**config.mk**
```make
export PLATFORM = sky130hd
export DESIGN_NAME = vga_box_renderer_flat
export DESIGN_NICKNAME = d
export VERILOG_FILES = /design/src/rtl/vga_pkg.sv /design/src/rtl/vga_box_renderer_if.sv /design/src/rtl/bounce_axis.sv /design/src/rtl/vga_box_renderer.sv /design/src/flat_wrapper.sv
export SDC_FILE = /design/constraint.sdc
export NUM_CORES = 1
export LEC_CHECK = 0
export CORE_MARGIN = 2
export CORE_UTILIZATION = 58
export DETAILED_ROUTE_END_ITERATION = 16
export PLACE_DENSITY = 0.82
export SLEW_MARGIN = 20
export SYNTH_ARGS = -nofsm -noshare
export SYNTH_HDL_FRONTEND = slang
export SYNTH_HIERARCHICAL = 1
export SYNTH_SLANG_ARGS = --single-unit
```
**constraint.sdc**
```tcl
create_clock -name clk -period 4.2 [get_ports clk]
set_clock_uncertainty 0.15 [all_clocks]
set_input_delay 1.26 -clock clk [delete_from_list [all_inputs] [get_ports clk]]
set_output_delay 1.26 -clock clk [all_outputs]
set_load 0.005 [all_outputs]
```
**src/rtl/vga_pkg.sv**
```systemverilog
// Shared constants and types for the VGA box renderer: default visible area,
// the square's colour palette and the per-axis bounce direction.
package vga_pkg;

    localparam int H_VIS_DEFAULT = 640;
    localparam int V_VIS_DEFAULT = 480;

    typedef logic [11:0] rgb_t;

    // Colour sequence stepped through on every bounce, RGB 4:4:4.
    localparam rgb_t PALETTE [0:7] = '{
        12'hF00, 12'h0F0, 12'h00F, 12'hFF0,
        12'h0FF, 12'hF0F, 12'hFFF, 12'hF80
    };

    typedef enum logic {INC, DEC} dir_t;

    function automatic rgb_t palette_lookup(input logic [2:0] idx);
        return PALETTE[idx];
    endfunction

endpackage

```
**src/rtl/vga_box_renderer_if.sv**
```systemverilog
// Pixel-stream bundle between the sync generator, the box renderer and the DAC.
interface vga_box_renderer_if;
    logic       en;
    logic [9:0] x;
    logic [9:0] y;
    logic       hSynchIn;
    logic       vSynchIn;
    logic       hSynch;
    logic       vSynch;
    logic [3:0] red;
    logic [3:0] green;
    logic [3:0] blue;
    logic       frameTick;

    modport master (
        output en, x, y, hSynchIn, vSynchIn,
        input  hSynch, vSynch, red, green, blue, frameTick
    );

    modport slave (
        input  en, x, y, hSynchIn, vSynchIn,
        output hSynch, vSynch, red, green, blue, frameTick
    );
endinterface

```
**src/rtl/bounce_axis.sv**
```systemverilog
// One axis of the bouncing square: position register plus INC/DEC direction
// FSM. The square's far edge is clamped to LIMIT and its near edge to 0; hit
// flags the step on which a clamp and direction flip take place.
module bounce_axis
    import vga_pkg::*;
#(
    parameter int LIMIT = 640,
    parameter int SIZE  = 32,
    parameter int SPEED = 2,
    parameter int INIT  = 100
) (
    input  logic       clk,
    input  logic       rst,
    input  logic       step,
    output logic [9:0] pos,
    output logic       hit
);

    localparam logic [10:0] MAX_POS = 11'(LIMIT - SIZE);

    dir_t        dir;
    logic [10:0] pos_ext;
    logic [10:0] pos_inc;
    logic        at_edge;

    assign pos_ext = {1'b0, pos};
    assign pos_inc = pos_ext + 11'(SPEED);
    assign at_edge = (dir == INC) ? (pos_inc >= MAX_POS) : (pos_ext <= 11'(SPEED));
    assign hit     = step && at_edge;

    // Direction FSM and position: move by SPEED per step, clamp and flip at the edges.
    always_ff @(posedge clk) begin
        if (rst) begin
            pos <= 10'(INIT);
            dir <= INC;
        end else if (step) begin
            case (dir)
                INC: begin
                    if (at_edge) begin
                        pos <= MAX_POS[9:0];
                        dir <= DEC;
                    end else begin
                        pos <= pos_inc[9:0];
                    end
                end
                DEC: begin
                    if (at_edge) begin
                        pos <= 10'd0;
                        dir <= INC;
                    end else begin
                        pos <= pos - 10'(SPEED);
                    end
                end
                default: dir <= INC;
            endcase
        end
    end

endmodule

```
**src/rtl/vga_box_renderer.sv**
```systemverilog
// Pixel stage behind the 640x480 sync generator: draws a bouncing square on a
// background, recolouring it on each bounce, and re-times sync by one clock so
// sync and RGB leave together.
module vga_box_renderer
    import vga_pkg::*;
#(
    parameter int         H_VIS    = H_VIS_DEFAULT,
    parameter int         V_VIS    = V_VIS_DEFAULT,
    parameter int         BOX_SIZE = 32,
    parameter int         SPEED    = 2,
    parameter int         X0       = 100,
    parameter int         Y0       = 100,
    parameter logic [11:0] BG_COLOR = 12'h113
) (
    input logic               clk,
    input logic               rst,
    vga_box_renderer_if.slave bus
);

    logic [9:0]  box_x;
    logic [9:0]  box_y;
    logic        hit_x;
    logic        hit_y;
    logic [2:0]  color_idx;
    logic [11:0] rgb;
    logic        h_sync;
    logic        v_sync;
    logic        frame_tick;

    logic [10:0] x_ext;
    logic [10:0] y_ext;
    logic [10:0] bx_ext;
    logic [10:0] by_ext;
    logic        visible;
    logic        in_box;
    logic        upd;
    logic        step;

    // Comparisons run in 11 bits so box_x + BOX_SIZE never wraps.
    assign x_ext   = {1'b0, bus.x};
    assign y_ext   = {1'b0, bus.y};
    assign bx_ext  = {1'b0, box_x};
    assign by_ext  = {1'b0, box_y};
    assign visible = (x_ext < 11'(H_VIS)) && (y_ext < 11'(V_VIS));
    assign in_box  = (x_ext >= bx_ext) && (x_ext < bx_ext + 11'(BOX_SIZE)) &&
                     (y_ext >= by_ext) && (y_ext < by_ext + 11'(BOX_SIZE));

    // First clock of the first blanking line: once per frame, never visible.
    assign upd  = (bus.x == 10'd0) && (bus.y == 10'(V_VIS));
    assign step = upd && bus.en;

    function automatic logic [11:0] pixel_color(input logic vis, input logic inb,
                                                input logic [2:0] idx);
        if (!vis)
            return 12'h000;
        else if (inb)
            return palette_lookup(idx);
        else
            return BG_COLOR;
    endfunction

    bounce_axis #(
        .LIMIT (H_VIS),
        .SIZE  (BOX_SIZE),
        .SPEED (SPEED),
        .INIT  (X0)
    ) u_x (
        .clk  (clk),
        .rst  (rst),
        .step (step),
        .pos  (box_x),
        .hit  (hit_x)
    );

    bounce_axis #(
        .LIMIT (V_VIS),
        .SIZE  (BOX_SIZE),
        .SPEED (SPEED),
        .INIT  (Y0)
    ) u_y (
        .clk  (clk),
        .rst  (rst),
        .step (step),
        .pos  (box_y),
        .hit  (hit_y)
    );

    // Output registers: pixel colour, delayed sync, frame tick and palette index.
    always_ff @(posedge clk) begin
        if (rst) begin
            rgb        <= 12'h000;
            h_sync     <= 1'b1;
            v_sync     <= 1'b1;
            frame_tick <= 1'b0;
            color_idx  <= 3'd0;
        end else begin
            rgb        <= pixel_color(visible, in_box, color_idx);
            h_sync     <= bus.hSynchIn;
            v_sync     <= bus.vSynchIn;
            frame_tick <= upd;
            if (hit_x || hit_y)
                color_idx <= color_idx + 3'd1;
        end
    end

    assign bus.red       = rgb[11:8];
    assign bus.green     = rgb[7:4];
    assign bus.blue      = rgb[3:0];
    assign bus.hSynch    = h_sync;
    assign bus.vSynch    = v_sync;
    assign bus.frameTick = frame_tick;

endmodule

```
**src/flat_wrapper.sv**
```systemverilog
// flat-port wrapper written by rule: the top's interface ports become plain ports
module vga_box_renderer_flat import vga_pkg::*;
#(
    parameter int         H_VIS    = H_VIS_DEFAULT,
    parameter int         V_VIS    = V_VIS_DEFAULT,
    parameter int         BOX_SIZE = 32,
    parameter int         SPEED    = 2,
    parameter int         X0       = 100,
    parameter int         Y0       = 100,
    parameter logic [11:0] BG_COLOR = 12'h113
)
  (clk, rst, bus_en, bus_x, bus_y, bus_hSynchIn, bus_vSynchIn, bus_hSynch, bus_vSynch, bus_red, bus_green, bus_blue, bus_frameTick);
  vga_box_renderer_if bus_i ();
  input logic clk;
  input logic rst;
  input wire logic [$bits(bus_i.en)-1:0] bus_en;
  input wire logic [$bits(bus_i.x)-1:0] bus_x;
  input wire logic [$bits(bus_i.y)-1:0] bus_y;
  input wire logic [$bits(bus_i.hSynchIn)-1:0] bus_hSynchIn;
  input wire logic [$bits(bus_i.vSynchIn)-1:0] bus_vSynchIn;
  output wire logic [$bits(bus_i.hSynch)-1:0] bus_hSynch;
  output wire logic [$bits(bus_i.vSynch)-1:0] bus_vSynch;
  output wire logic [$bits(bus_i.red)-1:0] bus_red;
  output wire logic [$bits(bus_i.green)-1:0] bus_green;
  output wire logic [$bits(bus_i.blue)-1:0] bus_blue;
  output wire logic [$bits(bus_i.frameTick)-1:0] bus_frameTick;
  assign bus_i.en = bus_en;
  assign bus_i.x = bus_x;
  assign bus_i.y = bus_y;
  assign bus_i.hSynchIn = bus_hSynchIn;
  assign bus_i.vSynchIn = bus_vSynchIn;
  assign bus_hSynch = bus_i.hSynch;
  assign bus_vSynch = bus_i.vSynch;
  assign bus_red = bus_i.red;
  assign bus_green = bus_i.green;
  assign bus_blue = bus_i.blue;
  assign bus_frameTick = bus_i.frameTick;
  vga_box_renderer #(.H_VIS(H_VIS), .V_VIS(V_VIS), .BOX_SIZE(BOX_SIZE), .SPEED(SPEED), .X0(X0), .Y0(Y0), .BG_COLOR(BG_COLOR)) u_core (.clk(clk), .rst(rst), .bus(bus_i));
endmodule
```
Word level (Yosys, flattened, before mapping)

Memories as Yosys holds them, arrays and structs flattened.
Cells that the tools add are included.

Word-level logic and storage cells: 64
Bits in registers: 40
Memories kept: 1
Memory bits (read-only): 96
Output and inout bits: 15
Input port bits: 25

Muxes and demuxes: 17
Add/subtract/negate cells: 7
Reductions and logical operators: 12
Equality and inequality tests: 1
Magnitude comparators: 11
Bitwise operators: 5

Memory list:

| name             | words | width | read ports | clocked after memory_dff | wr ports | line          | RTL |
|---|---|---|---|---|---|---|---|
| (name not given) | 8     | 12    | 1          | 0                        | 0        | vga_pkg.sv:19 | `return PALETTE[idx];` |

Operator list:

| cell                                                                              | count |
|---|---|
| 10-bit two-way mux                                                                | 4 |
| 10-bit one-hot mux with 2 select lines                                            | 2 |
| 12-bit two-way mux                                                                | 2 |
| 10-bit by 2-bit adder with 11-bit output, second input constant                   | 2 |
| 10-bit by 6-bit adder with 11-bit output, second input constant                   | 2 |
| 10-bit by 11-bit < comparator with 1-bit output                                   | 2 |
| 10-bit >= comparator                                                              | 2 |
| 10-bit by 2-bit less-or-equal comparator with 1-bit output, second input constant | 2 |
| 10-bit by 2-bit subtractor with 10-bit output, second input constant              | 2 |
| 11-bit by 10-bit >= comparator with 1-bit output, second input constant           | 1 |
| 11-bit by 9-bit >= comparator with 1-bit output, second input constant            | 1 |
| 10-bit by 9-bit equality test with 1-bit output, second input constant            | 1 |
| 10-bit zero test                                                                  | 1 |
| 10-bit < comparator, second input constant                                        | 1 |
| 10-bit by 9-bit < comparator with 1-bit output, second input constant             | 1 |
| 9-bit two-way mux                                                                 | 1 |
| 1-bit logical AND                                                                 | 8 |
| 1-bit two-way mux                                                                 | 6 |
| 4-bit >= comparator, second input constant                                        | 1 |
| 1-bit inverter                                                                    | 4 |
| 3-bit inverter with 4-bit output                                                  | 1 |
| 1-bit one-hot mux with 2 select lines                                             | 2 |
| 3-bit by 1-bit adder with 3-bit output, second input constant                     | 1 |
| 3-bit OR reduction                                                                | 1 |
| other kinds (2)                                                                   | 2 |

Logic depth before layout (Yosys ltp)

Word-level depth: 7
Mapped depth: 11
Gate-level depth less buffers: 10

Cells and area by module

The synthesis kept the hierarchy.

Modules (own cells, without submodules):

| module                    | area an instance (um^2) | cells each | times used | sequential area each (um^2) |
|---|---|---|---|---|
| vga_box_renderer          | 1511.4                  | 183        | 1          | 260.2 |
| bounce_axis at u_core.u_x | 1023.5                  | 134        | 1          | 200.2 |
| bounce_axis at u_core.u_y | 967.2                   | 127        | 1          | 200.2 |

Least setup slack after synthesis

Ideal clock, no wire load.

Path kind: in2reg
From: input port bus_y[0]
To: register u_core.u_y.pos[4]
Arrival: 3.340 ns
Cell stages on the path: 9
Setup slack: 0.639 ns
Library setup time: 0.071 ns
Buffers on the path: 1
Required time: 3.979 ns
Path through: nor4_1 nand2_1 nor4_1 clkbuf_1 inv_1 nor3_1 a21oi_1 or4_1 a21oi_1

Longest elaborated chain between the ends: 3

RTL lines:

| item                                            | line                   | RTL |
|---|---|---|
| start, declared                                 | flat_wrapper.sv:18     | `input wire logic [$bits(bus_i.y)-1:0] bus_y;` |
| 10-bit by 9-bit equality test with 1-bit output | vga_box_renderer.sv:49 | `assign upd = (bus.x == 10'd0) && (bus.y == 10'(V_VIS));` |
| 1-bit logical AND                               | vga_box_renderer.sv:49 |  |
| 1-bit logical AND                               | vga_box_renderer.sv:50 | `assign step = upd && bus.en;` |
| via u_core.step                                 | vga_box_renderer.sv:37 | `logic step;` |
| end signal, assigned                            | bounce_axis.sv:40      | `pos <= MAX_POS[9:0];` |
| end signal, assigned                            | bounce_axis.sv:43      | `pos <= pos_inc[9:0];` |
| end signal, assigned                            | bounce_axis.sv:51      | `pos <= pos - 10'(SPEED);` |
| end, declared                                   | bounce_axis.sv:15      | `output logic [9:0] pos,` |

The timed path passes the listed nets, and every way through them passes these cells.
A chain may end at the register's enable or synchronous reset.

Worst setup path after layout

From: input port bus_x[9]
To: register u_core.u_x.pos[4]

Longest elaborated chain between the ends: 3

RTL lines:

| item                 | line                   | RTL |
|---|---|---|
| start, declared      | flat_wrapper.sv:17     | `input wire logic [$bits(bus_i.x)-1:0] bus_x;` |
| 10-bit zero test     | vga_box_renderer.sv:49 |  |
| 1-bit logical AND    | vga_box_renderer.sv:49 |  |
| 1-bit logical AND    | vga_box_renderer.sv:50 |  |
| via u_core.step      | vga_box_renderer.sv:37 |  |
| end signal, assigned | bounce_axis.sv:40      |  |
| end signal, assigned | bounce_axis.sv:43      |  |
| end signal, assigned | bounce_axis.sv:51      |  |
| end, declared        | bounce_axis.sv:15      |  |

The timed path passes the listed nets, and every way through them passes these cells.

==> run_results.csv <==
group,metric,value,unit
outcome,outcome,"completed",
clocking,hold_buffers,0,
yosys,netlist-cell-type-count,78,
cells_and_area,fill_cells,491,
global_route,grt_usage,0.2430,
cells_and_area,antenna_cells,0,
critical_path,crit_arrival,3530,ps
yosys,synthFlopType,"dfxtp_1",
yosys,synth-edff-count,0,
critical_path,cpLargestDelayFamily,"simple AND/OR/NAND/NOR gates",
critical_path,slowest_stage,"clkdlybuf4s50_1",
cells_and_area,syn_to_final_growth,11.11,%
place,finalWeightedCongestion,0.9504,
yosys,ys_seq_elements,33,
critical_path,start_kind,"input pin",
yosys,syn_area,3502,sq um
routing,wl,8236,um
yosys,yosys_warnings,6,
yosys,synthTopCellsByCount,"ha_1 (43), dfxtp_1 (33), a21oi_1 (31), inv_1 (31), nor2_1 (29)",
die,initial_core_util,0.5950,
clocking,h-tree-depth,2,
routing,drt_iter0_markers,201,
critical_path,cp_cell_sequence,"clkdlybuf4s50_1 -> nor4_1 -> nand2_1 -> nor4_2 -> buf_4 -> inv_1 -> nor3_1 -> a21oi_1 -> or2_2 -> nand2b_1 -> a31oi_1",
critical_path,cp_num_buf_inv,3,
sta,grt_setup_unrepaired,"no",
yosys,avgSynthCellArea,7.888,sq um
routing,antenna_left,0,
sta,layout_min_cycle_time,3478,ps
yosys,seq_area_frac_synth,0.1886,
routing,drcViolationCount,0,
routing,met1_length,3775,um
yosys,synth.area.top_cells,"dfxtp_1 (19%), ha_1 (15%), a21oi_1 (4.4%)",
global_route,grt_pass1_wl,12950,um
sta,setup_viol,0,
yosys,async_reset_ff_frac,0,
routing,vias_per_cell,6.088,
worst_hold_path,hold_path_class,"flop to flop",
clocking,postCtsSetupBuffers,0,
critical_path,max_stage_delay,500,ps
die,chipWidth,81.71,um
clocking,tritoncts,"yes",
clocking,cts_sinks,33,
global_route,antenna_found_initial,0,
sta,fin_crit_sh,0.8281,
place,port_buffers,39,
critical_path,cp-end-kind,"flop",
yosys,netlist_instances,444,
clocking,numCtsBuffers,5,
routing,routed-wl-met3,555,um
sta,slew_violations,0,
place,dp_hpwl,6094,um
sta,slew_headroom,0.5731,
global_route,grt_max_degree,23,
power,pwr_density_cell,185.5,nW/um^2
cells_and_area,drive_gt1_frac,0.09307,
sta,finalSetupTns,0,ps
clocking,cts_resized,0,
critical_path,critPathRequiredTime,4250,ps
yosys,yosys.area.top_type,"dfxtp_1",
clocking,insertion_delay,280,ps
yosys,syn_nets,512,
clocking,clock-root-buffer,"clkbuf_8",
routing,first_pass_iters,5,
sta,finalHoldViolations,0,
yosys,yosysTopAreaCellShare,0.1886,
critical_path,critPathMaxFanout,12,
routing,highest-signal-layer,"met4",
die,coreArea,5886,sq um
sta,fmax,287.5,MHz
clocking,clockBufferDepth,2,
power,p_leak,1.452,nW
die,ios,40,
place,place_inst,529,
job,cap_violations,0,
global_route,grt-ovfl-total,0,
clocking,cts.clk_slew.worst_paths,70,ps
die,die_h,81.71,um
die,dieArea,6676,sq um
sta,tightest_slew,639.4,ps
routing,num_vias,3269,
yosys,synthMostInstantiatedCell,"ha_1",
routing,wl_per_cell,15.34,um
critical_path,critPathKind,"input pin to flop",
global_route,grt_pass1_vias,2837,
power,vdd_drop_max,0.1620,mV
routing,wl_met2,3763,um
die,row_count,28,
cells_and_area,final_nets,529,
cells_and_area,instances_no_fill,537,
worst reg2reg max path, cell delays in order, from the launching register on:
cell and delay (ps):
dfxtp_1 610, ha_1 330, and4_1 330, and4bb_1 260, o21ai_1 160, or3_1 410, and3_1 230, o21ai_1 170
xor2_1 190, nor2_1 60
registers in the layout (all words and copies together) (netlist names):
register and count:
u_core/bus.frameTick 1, u_core/bus.hSynch 1, u_core/bus.vSynch 1, u_core/color_idx 3, u_core/rgb 7, u_core/u_x/dir 1
u_core/u_x/pos 9, u_core/u_y/dir 1, u_core/u_y/pos 9
cell families (layout without fill, tap and decap cells):
| logic type | count (synthesis) | after routing | synth area share |
|---|---|---|---|
| buffers and inverters | 67 | 85 | 0.09860 |
| AND/OR/NAND/NOR | 167 | 167 | 0.2733 |
| flip-flops | 33 | 33 | 0.1886 |
| multiplexers | 3 | 3 | 0.009289 |
| adder cells (fa/ha/maj) | 43 | 43 | 0.1536 |
| AO/OA/AOI/OAI | 115 | 115 | 0.2394 |
| other | 2 | 2 | 0.002144 |
| XOR/XNOR | 14 | 14 | 0.03501 |
layer usage:
metal | up-vias | track usage
met5 | - | 0
met4 | 0 | 0.07500
met3 | 12 | 0.03407
met2 | 131 | 0.4131
met1 | 1469 | 0.3186
li1 | 1657 | -
per-stage QoR:
stage | cell area (sq um) | hold slack [ps] | util | setup slack [ps] | power [mW]
2_1_floorplan | 3502 | 329.9 | - | 638.9 | 0.4386
3_3_place_gp | 3809 | 357.4 | 0.6471 | 561.4 | 0.4883
3_5_place_dp | 3809 | 377.1 | 0.6471 | 455.7 | 0.4924
4_1_cts | 3891 | 387.3 | 0.6611 | 741.1 | 0.7260
5_1_grt | 3891 | 423.1 | 0.6611 | 532.6 | 0.7582
6_report | 3891 | 385.3 | 0.6611 | 722.1 | 0.7218
path summary, 6_finish.rpt:
check                           slack, ps                                to                             start  depth (start not counted)
worst max register to register       1200  u_core/color_idx[2]$_SDFFE_PP0P_    u_core/u_y/pos[1]$_SDFFE_PP0P_                          9
worst min register to register        390  u_core/color_idx[1]$_SDFFE_PP0P_  u_core/color_idx[1]$_SDFFE_PP0P_                          2
worst min-delay path                  390  u_core/color_idx[1]$_SDFFE_PP0P_  u_core/color_idx[1]$_SDFFE_PP0P_                          2
worst max-delay path                  720    u_core/u_x/pos[4]$_SDFFE_PP0P_                          bus_x[9]                         11
layout make-up:
type / instances / area, sq um / share of cell area
clock buffers: 6 / 72.57 / 0.01865
clock inverters: 2 / 10.01 / 0.002572
inverters: 33 / 123.9 / 0.03183
multi-input cells: 344 / 2502 / 0.6431
flip-flops and latches: 33 / 660.6 / 0.1698
well taps: 75 / 93.84 / 0.02412
repair buffers: 44 / 427.9 / 0.1100
power breakdown:
part	switching, mW	leakage, nW	internal, mW	total (mW)
sequential	0.0191	0.268	0.320	0.339
clock	0.119	0.0450	0.115	0.234
combinational	0.0720	1.14	0.0770	0.149
layout by cell type (no fill, tap or decap), types with 3 or more instances in the layout:
cell / instances
nand3_1: 27
inv_1: 31
nand2b_1: 6
xor2_1: 3
clkbuf_8: 5
ha_1: 43
a31oi_1: 10
a21o_1: 7
a21oi_1: 31
o31ai_1: 3
nand4b_1: 3
buf_4: 5
nor2b_1: 6
xnor2_1: 11
dfxtp_1: 33
nor2_1: 29
a211oi_1: 4
nand2_1: 28
and3_1: 7
o21ai_0: 15
a32oi_1: 3
or2_2: 3
or3_1: 6
nor3_1: 14
nand4_1: 7
nor4_1: 7
clkdlybuf4s50_1: 39
o22ai_1: 3
o21ai_1: 8
o2111ai_1: 3
Note: power is estimated with default switching activity, not from simulation.
